**src/rtl/flags_ctrl.sv**
```systemverilog
// flags_ctrl
//   Owns the write port of the 3-bit condition-flags register {Z, V, N}.
//   It arbitrates flag updates from the ALU and the return-from-interrupt
//   path. It keeps a LIFO shadow stack of flags across nested interrupts.
//   It also evaluates branch conditions against the current flags.
//
// Ports
//   clk, rst_n   system clock; asynchronous active-low reset
//   alu_we       ALU requests a flag update this cycle
//   alu_flags    new flags {Z, V, N}
//   int_save     one-cycle pulse: interrupt accepted, push the current flags
//   rti          one-cycle pulse: return from interrupt, pop the flags
//   flags_q      current output of the flags register
//   cond         branch condition code
//   flags_en     write enable to the flags register
//   flags_d      write data to the flags register
//   busy         restore in progress; upstream must stall
//   take         branch condition true (combinational)
//   depth        number of occupied shadow-stack entries
//   ovf_err      sticky: push attempted while the stack was full
//   unf_err      sticky: pop attempted while the stack was empty
module flags_ctrl #(
    parameter int DEPTH = 4
) (
    input  logic                       clk,
    input  logic                       rst_n,
    input  logic                       alu_we,
    input  logic [2:0]                 alu_flags,
    input  logic                       int_save,
    input  logic                       rti,
    input  logic [2:0]                 flags_q,
    input  logic [2:0]                 cond,
    output logic                       flags_en,
    output logic [2:0]                 flags_d,
    output logic                       busy,
    output logic                       take,
    output logic [$clog2(DEPTH):0]     depth,
    output logic                       ovf_err,
    output logic                       unf_err
);

    localparam int AW = $clog2(DEPTH);
    localparam logic [AW:0] FULL = (AW+1)'(DEPTH);

    typedef enum logic {
        IDLE = 1'b0,
        POP  = 1'b1
    } state_t;

    state_t      state, state_next;
    logic [2:0]  stack [DEPTH];
    logic [2:0]  restore;

    logic        pop_start;
    logic        unf_req;
    logic        push_req;
    logic [2:0]  push_val;
    logic [AW:0] top;

    // A lone rti owns the cycle. It pops if the stack has data and flags
    // underflow if it does not. In both cases the ALU update is dropped.
    // rti together with int_save is a tail-chain and is a no-op for the stack.
    always_comb begin
        pop_start  = 1'b0;
        unf_req    = 1'b0;
        push_req   = 1'b0;
        push_val   = alu_we ? alu_flags : flags_q;
        top        = depth - (AW+1)'(1);
        state_next = state;
        flags_en   = 1'b0;
        flags_d    = flags_q;
        busy       = 1'b0;

        case (state)
            IDLE: begin
                if (rti && !int_save) begin
                    if (depth != '0) begin
                        pop_start  = 1'b1;
                        state_next = POP;
                    end else begin
                        unf_req = 1'b1;
                    end
                end else begin
                    push_req = int_save && !rti;
                    if (alu_we) begin
                        flags_en = 1'b1;
                        flags_d  = alu_flags;
                    end
                end
            end
            POP: begin
                busy       = 1'b1;
                flags_en   = 1'b1;
                flags_d    = restore;
                state_next = IDLE;
            end
            default: state_next = IDLE;
        endcase

        // Never write the flags register while reset is held.
        if (!rst_n) begin
            flags_en = 1'b0;
        end
    end

    always_ff @(posedge clk or negedge rst_n) begin
        if (!rst_n) begin
            state   <= IDLE;
            depth   <= '0;
            restore <= '0;
            ovf_err <= 1'b0;
            unf_err <= 1'b0;
            for (int unsigned i = 0; i < DEPTH; i++) begin
                stack[i] <= '0;
            end
        end else begin
            state <= state_next;
            if (pop_start) begin
                restore <= stack[top[AW-1:0]];
                depth   <= top;
            end
            if (push_req) begin
                if (depth == FULL) begin
                    ovf_err <= 1'b1;
                end else begin
                    stack[depth[AW-1:0]] <= push_val;
                    depth                <= depth + (AW+1)'(1);
                end
            end
            if (unf_req) begin
                unf_err <= 1'b1;
            end
        end
    end

    // Branch condition evaluation; flags_q = {Z, V, N}.
    logic z, v, n, lt;
    always_comb begin
        z  = flags_q[2];
        v  = flags_q[1];
        n  = flags_q[0];
        lt = n ^ v;
        case (cond)
            3'b000:  take = 1'b1;
            3'b001:  take = z;
            3'b010:  take = !z;
            3'b011:  take = lt;
            3'b100:  take = !lt;
            3'b101:  take = !z && !lt;
            3'b110:  take = z || lt;
            default: take = v;
        endcase
    end

endmodule

```
**config.mk**
```make
export PLATFORM = sky130hd
export DESIGN_NAME = flags_ctrl
export DESIGN_NICKNAME = d
export VERILOG_FILES = /design/src/rtl/flags_ctrl.sv
export SDC_FILE = /design/constraint.sdc
export NUM_CORES = 1
export LEC_CHECK = 0
export ABC_AREA = 1
export CAP_MARGIN = 10
export CORE_MARGIN = 4
export CORE_UTILIZATION = 53
export CTS_BUF_LIST = sky130_fd_sc_hd__clkbuf_8
export DETAILED_ROUTE_END_ITERATION = 10
export GPL_ROUTABILITY_DRIVEN = 0
export PLACE_DENSITY = 0.86
export SYNTH_ARGS = -nofsm -noshare
export SYNTH_HDL_FRONTEND = slang
export SYNTH_SLANG_ARGS = --single-unit
```
**constraint.sdc**
```tcl
create_clock -name clk -period 2.05 [get_ports clk]
set_clock_uncertainty 0.2 [all_clocks]
set_input_delay 0.41 -clock clk [delete_from_list [all_inputs] [get_ports clk]]
set_output_delay 0.41 -clock clk [all_outputs]
set_load 0.05 [all_outputs]
```
======== Word level (Yosys, flattened, before mapping) ========
Cells that the tools add are included.
word-level totals
  flip-flop bits (word level) ............. 21
  output and inout bits ................... 11
  logic and storage cells ................. 66
  bits of input ports ..................... 14
cells by class
  equal/unequal tests ..................... 7
  reductions and logical operators ........ 13
  $add $sub $neg .......................... 2
  multiplexer cells ....................... 27
  magnitude comparators ................... 3
  bitwise logic cells ..................... 5
operators with widths
  kind                   number
  $mux W3                8
  $bwmux W12             1
  $eq A3 B3 Y1 const B   4
  $mux W1                12
  $pmux W1 S7            1
  $bmux W3 S2            1
  $demux W3 S2           1
  $eq A3 B2 Y1 const B   2
  $ge A3 B3 Y1 const B   2
  $not A2 Y3             2
  $pmux W3 S2            1
  $logic_and A1 B1 Y1    4
  $logic_not A1 Y1       4
  $pmux W1 S2            2
  $reduce_and A2 Y1      2
  $add A3 B1 Y3 const B  1
  $eq A3 B1 Y1 const B   1
  $logic_not A3 Y1       1
  $lt A3 B1 Y1 const B   1
  $reduce_bool A3 Y1     1
  $sub A3 B1 Y3 const B  1
  $not A1 Y1             2
  $logic_or A1 B1 Y1     1
  $xor A1 B1 Y1          1

======== Depth between registers and ports, before layout ========
  depth after elaboration ................. 7
  gate-level depth with buffers ........... 11
  mapped depth without buffers ............ 10

======== Worst setup path before layout ========
OpenSTA, ideal clock, no wires.
  path kind ............................... register to output
  start ................................... register state
  end ..................................... output port flags_en
  path slack .............................. -0.660 ns
  stages on the path, launching flop included .. 3
  data required time ...................... 1.440 ns
  path buffers ............................ 0
  data arrival time ....................... 2.100 ns
  path through ............................ dfrtp_1 inv_1 a21boi_0
between the ends
  word-level cells in the longest chain between the ends .. 3
RTL lines
  element                 RTL line  source
  from (decl)             50        state_t state, state_next;
  from (signal assigned)  117       state <= state_next;
  $not A1 Y1              n/a
  $pmux W1 S2 (*)         74        case (state)
  $mux W1 (*)             101       if (!rst_n) begin
  to (decl)               33        output logic flags_en,
Mark *: on every way between the ends. The rest lies on a longest branch, timed or not.

======== Worst setup path after layout ========
  start ................................... input port flags_q[1]
  end ..................................... output port take
between the ends
  word-level cells in the longest chain between the ends .. 4
  elaborated cells on any way between the ends .. 5
  those cells by class .................... mux: 1; bitwise: 1; reduce/logical: 3
RTL lines
  element              RTL line  source
  from (decl)          31        input logic [2:0] flags_q,
  $xor A1 B1 Y1        142       lt = n ^ v;
  $logic_not A1 Y1     148, 149
  $logic_and A1 B1 Y1  149       3'b101: take = !z && !lt;
  $pmux W1 S7 (*)      143       case (cond)
  to (decl)            36        output logic take,
Marks and branches as above.

==> reports/summary.json <==
{
  "setup_path": {
    "critical_path_start_end_classification": "in2out",
    "critical-path-slowest-cell": "sky130_fd_sc_hd__dlygate4sd2_1",
    "critical_path.cell_chain": "dlygate4sd2_1 -> inv_2 -> nand2_1 -> nand2_1 -> inv_1 -> nand2_1 -> nand3_1 -> nand2_1 -> inv_2 -> buf_12",
    "worst_path_most_repeated_cell": "sky130_fd_sc_hd__nand2_1",
    "critPathMaxStageDelay_ns": 0.26,
    "worst_setup_path_end_kind": "primary output",
    "rr_endpoint": "restore[0]$_DFFE_PN0P_",
    "setup.worst_path.start_class": "input port",
    "cp_max_fo": 4,
    "crit_required_ns": 1.44,
    "crit_start": "flags_q[1]",
    "reg2reg_setup_slack_ns": 0.30,
    "r2r-start": "depth[1]$_DFF_PN0_",
    "worst_ep_arrival_time_ns": 1.40,
    "reg2reg_depth": 7
  },
  "min_path": {
    "timing.hold.worst.class": "reg2reg",
    "min_to": "restore[2]$_DFFE_PN0P_",
    "holdPathStages": 2,
    "timing.hold.worst.start": "restore[2]$_DFFE_PN0P_"
  },
  "global_routing": {
    "met1_usage_grt": 0.261,
    "global_route_total_usage_across_every_layer": 0.220,
    "grtUsageMet3": 0.0490,
    "gr_busiest_metal": "met2",
    "met2_capacity_usage_during_global_routing": 0.390,
    "antenna_found_initial": 0,
    "grt_max_degree": 22,
    "grt_first_pass_wirelength_mm": 5.69,
    "grt_pass1_vias": 1295,
    "grt_remaining_overflow": 0
  },
  "detailed_routing": {
    "routedWlPerCell_microns": 14.3,
    "vias_per_cell": 5.30,
    "post-route-drc-count": 0,
    "postRouteWirelength_mm": 3.60,
    "dr_total_vias": 1331,
    "drt_iter0_drc": 58,
    "route.antenna.remaining_nets": 0,
    "drtPass1Iterations": 4
  },
  "timing": {
    "finalHoldViolations": 0,
    "finalSetupViolations": 0,
    "worst_slew_pin_slew_ns": 0.264,
    "max_freq_mhz": 498,
    "final-max-slew-violation-count": 0,
    "final.period_utilization": 0.979,
    "final.min_clock_period_ns": 2.01,
    "slew-limit-headroom": 0.824,
    "totalNegativeSetupSlack_ns": 0
  },
  "synth": {
    "most_common_cell_in_the_synthesized_netlist": "sky130_fd_sc_hd__nand2_1",
    "synthTopCellsByCount": "sky130_fd_sc_hd__nand2_1 (62), sky130_fd_sc_hd__inv_1 (30), sky130_fd_sc_hd__dfrtp_1 (21)",
    "synth-seq-cells": 21,
    "count_of_unique_library_cells_instantiated_by_yosys": 24,
    "dominantRegCellSynth": "sky130_fd_sc_hd__dfrtp_1",
    "avgSynthCellArea_sq_um": 7.27,
    "netlist.top_cell.by_area": "sky130_fd_sc_hd__dfrtp_1",
    "synth_async_sr_flop_share": 1.00,
    "synth_largest_type_area_fraction": 0.400,
    "post_synth_instance_area_sq_um": 1320,
    "synth_edf_count": 0,
    "synthTopCellsByArea": "sky130_fd_sc_hd__dfrtp_1 (40%), sky130_fd_sc_hd__nand2_1 (18%), sky130_fd_sc_hd__inv_1 (8.6%)",
    "ys.warnings.count": 0,
    "synth_sequential_area_ratio": 0.400,
    "synth_fp_nets": 200,
    "cell_count_after_synthesis": 181
  },
  "pwr": {
    "vdd_ir_drop_max_uv": 1270,
    "pwr_density_cell_nw_per_um2": 1290,
    "total_power_mw": 2.37,
    "cellLeakagePower_nw": 0.967
  },
  "floorplanning": {
    "design.die.area_sq_um": 3340,
    "row_count": 17,
    "placeableCoreArea_sq_um": 2280,
    "floorplan.initialDensity": 0.578,
    "die_height_microns": 57.8,
    "ios": 25,
    "die_w_microns": 57.8
  },
  "cells_and_area": {
    "antenna-diode-count": 0,
    "area_delta_synth_final_pct": 39.9,
    "drive_gt1_frac": 0.287,
    "final_nets": 243,
    "fin_cells": 251
  },
  "placement": {
    "dp.cells": 244,
    "portBuffers": 24,
    "detailedPlacementHpwl_mm": 2.59
  },
  "run": {
    "max_cap_viol_count": 0
  },
  "run_status": {
    "outcome": "complete, no violations"
  },
  "cts": {
    "htree_depth": 1,
    "numClockSinks": 21,
    "cts_tree": "done",
    "worst_setup_hold_path_clk_slew_ns": 0.08,
    "cts_buffer_depth": 2,
    "worstSkewPairLatency_ns": 0.27,
    "cts_inserted_buffers": 3,
    "buffer_type_at_the_clock_tree_root": "sky130_fd_sc_hd__clkbuf_8"
  }
}
where the power goes:
part	internal (mW)	leakage, nW	switching [mW]
sequential	0.611	0.253	0.111
clock	0.136	0.0255	0.142
combinational	0.490	0.688	0.879
area by class of cell:
type / instances / area [sq um]
fillers: 157 / 437
well taps: 28 / 35.0
flip-flops and latches: 21 / 528
clock buffers: 3 / 41.3
multi-input cells: 126 / 707
clock inverters: 1 / 5.00
repair buffers: 40 / 399
inverters: 32 / 124
repair_timing:
| item | CTS | global route |
|---|---|---|
| setup buffers | 0 | 3 |
| hold endpoints to repair | 0 | 0 |
| setup endpoints to repair | 5 | 5 |
| gates cloned | 0 | 0 |
| pin swaps | 4 | 5 |
| hold buffers | 0 | 0 |
| resized for setup | 20 | 10 |
logic make-up after synthesis:
logic type               count (synthesis)  synth area share
AO/OA/AOI/OAI                           34             0.163
adder cells (fa/ha/maj)                  5            0.0476
buffers and inverters                   34             0.104
flip-flops                              21             0.400
AND/OR/NAND/NOR                         87             0.286
per-layer routing:
layer	part of all wire	routed length, microns	vias up
met5	0	0	-
met3	0.058	208	12
met2	0.53	1900	53
met4	0.022	80	0
met1	0.39	1410	614
li1	-	-	652
registers in the layout, summed over array words and instances, names as in the netlist:
| name | cells |
|---|---|
| stack | 12 |
| depth | 3 |
| restore | 3 |
| ovf_err | 1 |
| state | 1 |
| unf_err | 1 |
cell usage in the layout (no fill, tap or decap), types with 2 or more instances in the layout:
master and instances:
sky130_fd_sc_hd__nand3_1 6, sky130_fd_sc_hd__o21ai_2 6, sky130_fd_sc_hd__nor2_4 2, sky130_fd_sc_hd__nand2_2 4, sky130_fd_sc_hd__inv_1 24, sky130_fd_sc_hd__o21ai_0 10
sky130_fd_sc_hd__nand2_1 59, sky130_fd_sc_hd__dfrtp_1 19, sky130_fd_sc_hd__ha_1 5, sky130_fd_sc_hd__inv_2 7, sky130_fd_sc_hd__nor2_2 3, sky130_fd_sc_hd__buf_12 6
sky130_fd_sc_hd__clkdlybuf4s50_1 2, sky130_fd_sc_hd__clkbuf_8 3, sky130_fd_sc_hd__dlygate4sd2_1 7, sky130_fd_sc_hd__nor2_1 10, sky130_fd_sc_hd__dlymetal6s2s_1 2, sky130_fd_sc_hd__o21ai_1 5
sky130_fd_sc_hd__dfrtp_2 2, sky130_fd_sc_hd__nand2_4 2, sky130_fd_sc_hd__o211ai_1 7, sky130_fd_sc_hd__buf_4 21
worst max-delay path, delay by kind of cell:
family / cells / cell delay [ns]
buf+inv: 5 / 0.60
simple gates: 5 / 0.40
stage by stage:
stage | setup slack [ns] | area, sq um | hold WS [ns] | utilization
after floorplan | -0.0155 | 1340 | -0.0856 | -
after global placement | -0.162 | 1750 | 0.257 | 0.767
after detailed placement | -0.233 | 1750 | 0.266 | 0.767
after global routing | -0.00238 | 1840 | 0.314 | 0.808
final | 0.0430 | 1840 | 0.291 | 0.808
after CTS | -0.0138 | 1800 | 0.287 | 0.792
how the worst max path moves through the flow:
| stage | to | slack (ns) | depth (start not counted) |
|---|---|---|---|
| finish | take | 0.04 | 10 |
| global route | flags_d[1] | -0.002 | 6 |
| detailed placement | flags_d[0] | -0.23 | 7 |
| global placement | flags_d[0] | -0.16 | 7 |
| CTS | flags_d[1] | -0.01 | 4 |
| floorplan | flags_d[2] | -0.02 | 5 |
(Power assumes the default switching activity.)
